==> src/rtl/tenv_clock_pkg.sv <==
// Shared state encoding and helpers for the programmable clock-divider bank.
package tenv_clock_pkg;

    typedef enum logic [1:0] {
        ST_IDLE = 2'd0,
        ST_RUN  = 2'd1,
        ST_STOP = 2'd2
    } state_t;

    // Widest duration field sat1 can handle; callers zero-extend into it.
    localparam int SAT_W = 32;

    function automatic logic [SAT_W-1:0] sat1(input logic [SAT_W-1:0] d);
        return (d == '0) ? SAT_W'(1) : d;
    endfunction

endpackage

==> src/rtl/tenv_clkdiv_chan.sv <==
// One programmable clock channel: parks on its init level, runs with shadowed
// high/low durations, and stops only on a toggle that lands on the park level.
module tenv_clkdiv_chan
    import tenv_clock_pkg::*;
#(
    parameter int CNT_W = 16
) (
    input  logic             i_clk,
    input  logic             i_rst_n,
    input  logic             i_init,
    input  logic             i_en,
    input  logic [CNT_W-1:0] i_time_high,
    input  logic [CNT_W-1:0] i_time_low,
    output logic             o_clock,
    output logic             o_rise,
    output logic             o_fall,
    output logic             o_busy
);

    state_t           r_state;
    state_t           w_state_nxt;
    logic [CNT_W-1:0] r_count;
    logic [CNT_W-1:0] r_shadow_h;
    logic [CNT_W-1:0] r_shadow_l;
    logic [CNT_W-1:0] w_count_nxt;
    logic [CNT_W-1:0] w_shadow_h_nxt;
    logic [CNT_W-1:0] w_shadow_l_nxt;
    logic [CNT_W-1:0] w_high_sat;
    logic [CNT_W-1:0] w_low_sat;
    logic             r_clock;
    logic             r_rise;
    logic             r_fall;
    logic             r_busy;
    logic             w_clock_nxt;
    logic             w_expire;

    assign w_high_sat = CNT_W'(sat1(SAT_W'(i_time_high)));
    assign w_low_sat  = CNT_W'(sat1(SAT_W'(i_time_low)));
    assign w_expire   = (r_count <= CNT_W'(1));

    always_ff @(posedge i_clk) begin
        if (!i_rst_n) begin
            r_state <= ST_IDLE;
            r_busy  <= 1'b0;
        end else begin
            r_state <= w_state_nxt;
            r_busy  <= (w_state_nxt != ST_IDLE);
        end
    end

    // A phase is never cut short: STOP only parks on a toggle that lands on init.
    always_comb begin
        w_state_nxt = r_state;
        case (r_state)
            ST_IDLE: begin
                if (i_en) begin
                    w_state_nxt = ST_RUN;
                end
            end
            ST_RUN: begin
                if (!i_en) begin
                    w_state_nxt = ST_STOP;
                end
            end
            ST_STOP: begin
                if (i_en) begin
                    w_state_nxt = ST_RUN;
                end else if (w_expire && ((~r_clock) == i_init)) begin
                    w_state_nxt = ST_IDLE;
                end
            end
            default: w_state_nxt = ST_IDLE;
        endcase
    end

    always_comb begin
        w_clock_nxt    = r_clock;
        w_count_nxt    = r_count;
        w_shadow_h_nxt = r_shadow_h;
        w_shadow_l_nxt = r_shadow_l;
        case (r_state)
            ST_IDLE: begin
                w_clock_nxt = i_init;
                if (i_en) begin
                    w_shadow_h_nxt = w_high_sat;
                    w_shadow_l_nxt = w_low_sat;
                    w_count_nxt    = i_init ? w_high_sat : w_low_sat;
                end
            end
            ST_RUN, ST_STOP: begin
                if (w_expire) begin
                    w_clock_nxt = ~r_clock;
                    // Fresh durations only at a rising edge while running, so each period is self-consistent.
                    if (!r_clock && (r_state == ST_RUN)) begin
                        w_shadow_h_nxt = w_high_sat;
                        w_shadow_l_nxt = w_low_sat;
                        w_count_nxt    = w_high_sat;
                    end else begin
                        w_count_nxt = r_clock ? r_shadow_l : r_shadow_h;
                    end
                end else begin
                    w_count_nxt = r_count - CNT_W'(1);
                end
            end
            default: begin
                w_clock_nxt = r_clock;
            end
        endcase
    end

    always_ff @(posedge i_clk) begin
        if (!i_rst_n) begin
            r_clock    <= 1'b0;
            r_rise     <= 1'b0;
            r_fall     <= 1'b0;
            r_count    <= '0;
            r_shadow_h <= '0;
            r_shadow_l <= '0;
        end else begin
            r_clock    <= w_clock_nxt;
            r_rise     <= w_clock_nxt & ~r_clock;
            r_fall     <= ~w_clock_nxt & r_clock;
            r_count    <= w_count_nxt;
            r_shadow_h <= w_shadow_h_nxt;
            r_shadow_l <= w_shadow_l_nxt;
        end
    end

    assign o_clock = r_clock;
    assign o_rise  = r_rise;
    assign o_fall  = r_fall;
    assign o_busy  = r_busy;

endmodule

==> src/rtl/tenv_clkdiv_bank.sv <==
// Bank of independent programmable clock channels sharing one master clock.
module tenv_clkdiv_bank #(
    parameter int CLOCKS_NUMBER = 2,
    parameter int CNT_W         = 16
) (
    input  logic                           i_clk,
    input  logic                           i_rst_n,
    input  logic [CLOCKS_NUMBER-1:0]       i_init,
    input  logic [CLOCKS_NUMBER-1:0]       i_en,
    input  logic [CLOCKS_NUMBER*CNT_W-1:0] i_time_high,
    input  logic [CLOCKS_NUMBER*CNT_W-1:0] i_time_low,
    output logic [CLOCKS_NUMBER-1:0]       o_clocks,
    output logic [CLOCKS_NUMBER-1:0]       o_rise,
    output logic [CLOCKS_NUMBER-1:0]       o_fall,
    output logic [CLOCKS_NUMBER-1:0]       o_busy
);

    for (genvar g = 0; g < CLOCKS_NUMBER; g++) begin : g_chan
        tenv_clkdiv_chan #(
            .CNT_W(CNT_W)
        ) u_chan (
            .i_clk      (i_clk),
            .i_rst_n    (i_rst_n),
            .i_init     (i_init[g]),
            .i_en       (i_en[g]),
            .i_time_high(i_time_high[g*CNT_W +: CNT_W]),
            .i_time_low (i_time_low[g*CNT_W +: CNT_W]),
            .o_clock    (o_clocks[g]),
            .o_rise     (o_rise[g]),
            .o_fall     (o_fall[g]),
            .o_busy     (o_busy[g])
        );
    end

endmodule

==> config.mk <==
export PLATFORM = sky130hd
export DESIGN_NAME = tenv_clkdiv_bank
export DESIGN_NICKNAME = d
export VERILOG_FILES = /design/src/rtl/tenv_clock_pkg.sv /design/src/rtl/tenv_clkdiv_chan.sv /design/src/rtl/tenv_clkdiv_bank.sv
export SDC_FILE = /design/constraint.sdc
export NUM_CORES = 1
export LEC_CHECK = 0
export CAP_MARGIN = 20
export CORE_ASPECT_RATIO = 1.75
export CORE_MARGIN = 5
export CORE_UTILIZATION = 30
export CTS_BUF_LIST = sky130_fd_sc_hd__clkbuf_4 sky130_fd_sc_hd__clkbuf_8 sky130_fd_sc_hd__clkbuf_16
export DETAILED_ROUTE_END_ITERATION = 8
export DONT_BUFFER_PORTS = 1
export GPL_TIMING_DRIVEN = 0
export SLEW_MARGIN = 20
export SYNTH_ARGS = -nofsm -noshare
export SYNTH_HDL_FRONTEND = slang
export SYNTH_SLANG_ARGS = --single-unit
export TNS_END_PERCENT = 20
==> constraint.sdc <==
create_clock -name i_clk -period 2.6 [get_ports i_clk]
set_clock_uncertainty 0.05 [all_clocks]
set_input_delay 0.13 -clock i_clk [delete_from_list [all_inputs] [get_ports i_clk]]
set_output_delay 0.13 -clock i_clk [all_outputs]
set_load 0.02 [all_outputs]
---- After elaboration in Yosys (flattened, before gate mapping) ----
Index checks and enable logic that the tools add are counted.
word-level totals
  register bits ........................... 108
  bits in latches ......................... 0
  bits in writable memories ............... 0
  ROM bits ................................ 0
  logic and storage cells ................. 108
  memories ................................ 0
cells by class
  $add $sub $neg .......................... 2
  $mul .................................... 0
  divide/modulo/power cells ............... 0
  order comparisons ....................... 2
  equal/unequal tests ..................... 12
  shift operators ......................... 0
  mux-type cells .......................... 46
  bitwise gates (word level) .............. 8
  reductions and logical operators ........ 22
operator list
  cell                                                    count
  two-way mux 16 bit                                      26
  case mux 16 bit (2 select lines)                        6
  logical NOT 16 bit                                      4
  <= comparator 16 x 1 -> 1 bit (second input constant)   2
  subtractor 16 x 1 -> 16 bit (second input constant)     2
  two-way mux 2 bit                                       8
  case mux 2 bit (3 select lines)                         2
  inequality test 2 x 1 -> 1 bit (second input constant)  4
  AND reduction 4 bit                                     2
  nonzero test 2 bit                                      4
  bitwise AND 1 bit                                       4
  equality test 2 x 1 -> 1 bit (second input constant)    2
  equality test 2 bit (second input constant)             2
  logical AND 1 bit                                       4
  logical NOT 2 bit                                       2
  inequality test 2 bit (second input constant)           2
  inverter 1 bit                                          4
  case mux 1 bit (2 select lines)                         2
  AND reduction 2 bit                                     2
  OR reduction 2 bit                                      2
  equality test 1 bit                                     2
  logical NOT 1 bit                                       2
  two-way mux 1 bit                                       2

---- Longest topological paths before layout ----
  depth after elaboration ................. 7
  gate-level depth with buffers ........... 10

---- By module ----
Synthesis repeated with hierarchy kept, for this count alone.
second synthesis, totals
  cells, all modules ...................... 836
  area total of the unflattened synthesis .. 6,700.2 um^2
by module, submodules not included
  module                                times used  cells an instance  area each (um^2)  seq. area each (um^2)
  tenv_clkdiv_chan at g_chan[1].u_chan  1           420                3,440.8           1,081.0
  tenv_clkdiv_chan at g_chan[0].u_chan  1           416                3,259.4           1,081.0

---- Worst setup path before layout ----
Ideal clock, no wire load.
  path type ............................... reg2reg
  start ................................... register g_chan[0].u_chan.r_count[9]
  end ..................................... register g_chan[0].u_chan.r_busy
  library setup time ...................... 120 ps
  arrival ................................. 2,142 ps
  data required time ...................... 2,430 ps
  slack ................................... 289 ps
  cell stages (with the launch flop) ...... 7
  buffers on the path ..................... 1
  clock period less this slack ............ 2,311 ps
  cell sequence ........................... dfxtp_1 > or4_1 > buf_2 > or4_4 > nor4_4 > o22ai_1 > or2_1
between the ends
  word-level cells in the longest chain between the ends .. 6
RTL lines
  element                          line                     RTL
  from (decl)                      tenv_clkdiv_chan.sv:22   logic [CNT_W-1:0] r_count;
  from (signal assigned)           tenv_clkdiv_chan.sv:123  r_count <= w_count_nxt;
  <= comparator 16 x 1 -> 1 bit    tenv_clkdiv_chan.sv:39   assign w_expire = (r_count <= CNT_W'(1));
  logical AND 1 bit                tenv_clkdiv_chan.sv:68   end else if (w_expire && ((~r_clock) == i_init)) begin
  two-way mux 2 bit                tenv_clkdiv_chan.sv:68
  two-way mux 2 bit                tenv_clkdiv_chan.sv:66   if (i_en) begin
  case mux 2 bit (3 select lines)  tenv_clkdiv_chan.sv:54   case (r_state)
  nonzero test 2 bit               tenv_clkdiv_chan.sv:47   r_busy <= (w_state_nxt != ST_IDLE);
  to (signal assigned)             tenv_clkdiv_chan.sv:47
  to (decl)                        tenv_clkdiv_chan.sv:33   logic r_busy;
No other way between the ends.
A chain may end at the register's enable or synchronous reset.

---- Final worst setup path ----
  start ................................... register g_chan[0].u_chan.r_count[9]
  end ..................................... register g_chan[0].u_chan.r_count[10]
between the ends
  word-level cells in the longest chain between the ends .. 3
  elaborated cells on any way between the ends .. 4
  those cells by class .................... add/sub: 1; order compare: 1; mux: 2
RTL lines
  element                                                                              line                                             RTL
  subtractor 16 x 1 -> 16 bit / <= comparator 16 x 1 -> 1 bit (equally long branches)  tenv_clkdiv_chan.sv:102, tenv_clkdiv_chan.sv:39
  two-way mux 16 bit (*)                                                               tenv_clkdiv_chan.sv:91                           if (w_expire) begin
  case mux 16 bit (2 select lines) (*)                                                 tenv_clkdiv_chan.sv:81                           case (r_state)
Every way passes the cells marked *; elsewhere a longest branch is shown, timed or not.

==> metrics.md <==
| Metric | Value |
|---|---|
| DRT antenna net count | `0` |
| Non-Filler Instances | `between 1000 and 1500` |
| Post-route setup slack | `-32.5 ps` |
| Max FO, Critical Path | `8` |
| Max-slew violations | `0` |
| Flop pwr share | `0.335` |
| Proportion of layout cells with a drive suffix above 1 | `0.105` |
| Sequential share of the synthesized area | `0.312` |
| Clock Latency Late Sink | `370 ps` |
| Detailed-route via count | `between 6000 and 7000` |
| TritonCTS clock tree | `yes` |
| Hold Slack | `around 19 ps` |
| Root buf cell | `clkbuf_16` |
| Post-Syn Instances | `roughly 830` |
| Placer Congestion | `between 0.9 and 1` |
| Residual DRC | `0` |
| Num Clock Sinks | `~110` |
| Post-synthesis async set-or-reset flop share | `0` |
| Syn Area/Cell | `~8.4 µm²` |
| Mean routed wirelength per cell | `21.5 µm` |
| Failing checks | `setup timing` |
| Post-route cell area | `approximately 8400 µm²` |
| Clock transition at path regs | `approximately 80 ps` |
| DR pass1 iterations | `5` |
| Rel. slew slack | `0.409` |
| Tmin final | `between 2000 and 3000 ps` |
| WL final | `~26 mm` |
| Via-to-Cell Ratio | `about 5.7` |
| Area grow syn2layout | `20.7%` |
| Power share of the clock group | `0.223` |
| DP Cell Count | `around 1100` |
| Worst Max-Slew Pin Slew | `slightly below 900 ps` |
| Die width | `about 120 µm` |
| Layout Utilization | `0.368` |
| Synth area leaders | `dfxtp_1 31%, mux2i_1 11%, nand2_1 5.9%` |
| Post-synth top area share | `0.312` |
| Hold Path Depth | `2` |
| P_leak | `3.12 nW` |
| P_int | `about 4.2 mW` |
| CP Launch Type | `flop` |
| Initial antenna violation count | `0` |
| Synth cell types | `69` |
| RSZ-0062 raised after global routing | `true` |
| Worst R2R Path Depth | `6` |
| FP Rows | `between 70 and 80` |
| Ys flop type | `dfxtp_1` |
| Largest net degree at the start of global routing | `18` |
| Switch Pwr | `~2.9 mW` |
| Count leader, synth | `nand2_1` |
| Status | `finished, violations left` |
| Worst Hold Class | `in2reg` |
| DPL Wire Length | `roughly 20 mm` |
| GR Util All Layers | `0.192` |
| Placed cell area | `7310 µm²` |
| Drt initial violations | `451` |
| Die Area | `26400 µm²` |
| Max-cap violations | `0` |
| Synth Register Bits | `108` |
| Crit path DAT | `approximately 2800 ps` |
| Synth cell count leaders | `109 x nand2_1, 108 x dfxtp_1, 78 x mux2i_1, 45 x clkbuf_1, 44 x a21oi_1` |
| Core area | `22700 µm²` |
| Switching portion of total power | `0.408` |
| Initial Util | `0.305` |
| Port bufs | `0` |
| I/O pin count | `around 80` |
| Mapped Nets | `between 900 and 1000` |
| Fill cells | `2333` |
| Max layer used | `met4` |
| CTS H-tree lvls | `3` |
| Netlist area before placement | `around 6900 µm²` |
| Met3 routed WL | `roughly 1.3 mm` |
| WP data required | `about 2800 ps` |
| Die Y-Extent | `between 200 and 250 µm` |
| Post-synth EDFFs | `0` |
| Dominant cell type by area after synthesis | `dfxtp_1` |
| Fin crit share | `1.01` |
| Nets@finish | `approximately 980` |
| CP endpoint kind | `flop` |
| CTS max path bufs | `2` |
| Synth warn | `0` |
| Pwr Density | `about 840 nW/µm²` |
| Maximum vdd ir drop | `about 0.00041 V` |
| First-pass GRT wire length | `between 30 and 40 mm` |
| Metal1 wirelength | `~9 mm` |
| Met2 WL post-DR | `~14 mm` |
| N_diodes | `0` |
| Final setup violation count | `2` |
| TritonCTS buffer count | `9` |
| Gr ovfl total | `0` |
| Vias in the first global route | `~7000` |
| Comb pwr share | `0.442` |
| FMAX | `approximately 380 MHz` |
| Crit Path Category | `reg2reg` |
| Final-report hold violation count | `0` |
registers in the layout, indices dropped and copies added, names as in the netlist:
| signal | flops |
|---|---|
| g_chan.u_chan.o_rise | 2 |
| g_chan.u_chan.o_busy | 2 |
| g_chan.u_chan.r_count | 32 |
| g_chan.u_chan.o_fall | 2 |
| g_chan.u_chan.r_state | 4 |
| g_chan.u_chan.r_shadow_l | 32 |
| g_chan.u_chan.r_shadow_h | 32 |
| g_chan.u_chan.o_clock | 2 |
layer usage:
layer / GRT usage / vias up
li1: - / 3243
met1: 0.182 / 3268
met2: 0.371 / 266
met3: 0.0428 / 94
met4: 0.118 / 0
met5: 0 / -
path summary, 6_finish.rpt:
| path | start | endpoint | slack (ps) |
|---|---|---|---|
| max | g_chan[0].u_chan.r_count[9]$_SDFFE_PN0P_ | g_chan[0].u_chan.r_count[10]$_SDFFE_PN0P_ | -30 |
| min | i_time_low[20] | g_chan[1].u_chan.r_count[4]$_SDFFE_PN0P_ | 20 |
| min reg2reg | g_chan[0].u_chan.r_shadow_l[0]$_SDFFE_PN0P_ | g_chan[0].u_chan.r_shadow_l[0]$_SDFFE_PN0P_ | 400 |
| max reg2reg | g_chan[0].u_chan.r_count[9]$_SDFFE_PN0P_ | g_chan[0].u_chan.r_count[10]$_SDFFE_PN0P_ | -30 |
power by group through the flow:
stage | combinational [mW] | sequential [mW] | clock [mW]
2_1_floorplan | 2.16 | 2.28 | 0
3_3_place_gp | 2.83 | 2.36 | 0
3_5_place_dp | 2.86 | 2.37 | 0
4_1_cts | 3.00 | 2.34 | 1.60
5_1_grt | 3.36 | 2.40 | 1.66
6_report | 3.11 | 2.36 | 1.57
worst max-delay path: stages (launching register included):
cell and delay [ps]:
dfxtp_2 360, or4_1 520, clkbuf_4 200, or4_4 600, nor3_4 360, a21boi_1 120
a221o_1 310
stage by stage:
step                setup WS [ps]  TNS [ps]  power (mW)
floorplan                     289         0        4.44
global placement             -304    -13400        5.20
detailed placement           -311    -14590        5.23
CTS                         -26.7      -279        6.95
global route                -88.8      -196        7.42
finish                      -32.5     -55.7        7.05
placed cells by master, fill, tap and decap left out, drive strengths merged, types with 3 or more instances in the layout:
| master | count |
|---|---|
| mux2 | 19 |
| o211a | 3 |
| o31ai | 8 |
| o211ai | 22 |
| xor2 | 3 |
| and4 | 3 |
| inv | 19 |
| clkbuf | 57 |
| a31oi | 10 |
| nor3b | 7 |
| and2 | 6 |
| a21o | 4 |
| mux2i | 78 |
| ha | 12 |
| or3 | 7 |
| a221oi | 4 |
| o2111ai | 5 |
| or4 | 8 |
| nor3 | 17 |
| a211oi | 6 |
| nor2b | 6 |
| dlygate4sd3 | 62 |
| nor2 | 28 |
| nor4 | 22 |
| buf | 28 |
| xnor2 | 9 |
| or2 | 7 |
| nand3 | 19 |
| o21ai | 42 |
| dfxtp | 108 |
| o21a | 34 |
| a21oi | 44 |
| nand2b | 6 |
| a41oi | 5 |
| a221o | 5 |
| nand2 | 109 |
| o221a | 33 |
| nand4 | 8 |
| a41o | 3 |
cells by family after synthesis:
family / synth area share
xor gates and xnor gates: 0.0152
DFF: 0.312
adders and majority gates: 0.0216
AOI/OAI and AO/OA: 0.261
and+or+nand+nor: 0.189
buffers and inverters: 0.0577
muxes: 0.143
area by class of cell:
| cell class | instances | area [µm²] | share of cell area |
|---|---|---|---|
| timing repair buffer | 64 | 636 | 0.0759 |
| sequential | 108 | 2160 | 0.258 |
| buffer | 72 | 343 | 0.0410 |
| clock buffer | 11 | 246 | 0.0295 |
| inverter | 19 | 71.3 | 0.00852 |
| clock inverter | 5 | 83.8 | 0.0100 |
| multi-input combinational | 625 | 4450 | 0.532 |
| tap | 300 | 375 | 0.0448 |
repair_timing:
action                     in CTS  in global routing
hold endpoints to repair       69                  0
pin swaps                       1                  2
hold buffers                   62                  0
setup endpoints to repair      87                 81
gates cloned                    0                  0
buffers inserted                2                  0
resized for setup               9                 24
(Power assumes the default switching activity.)
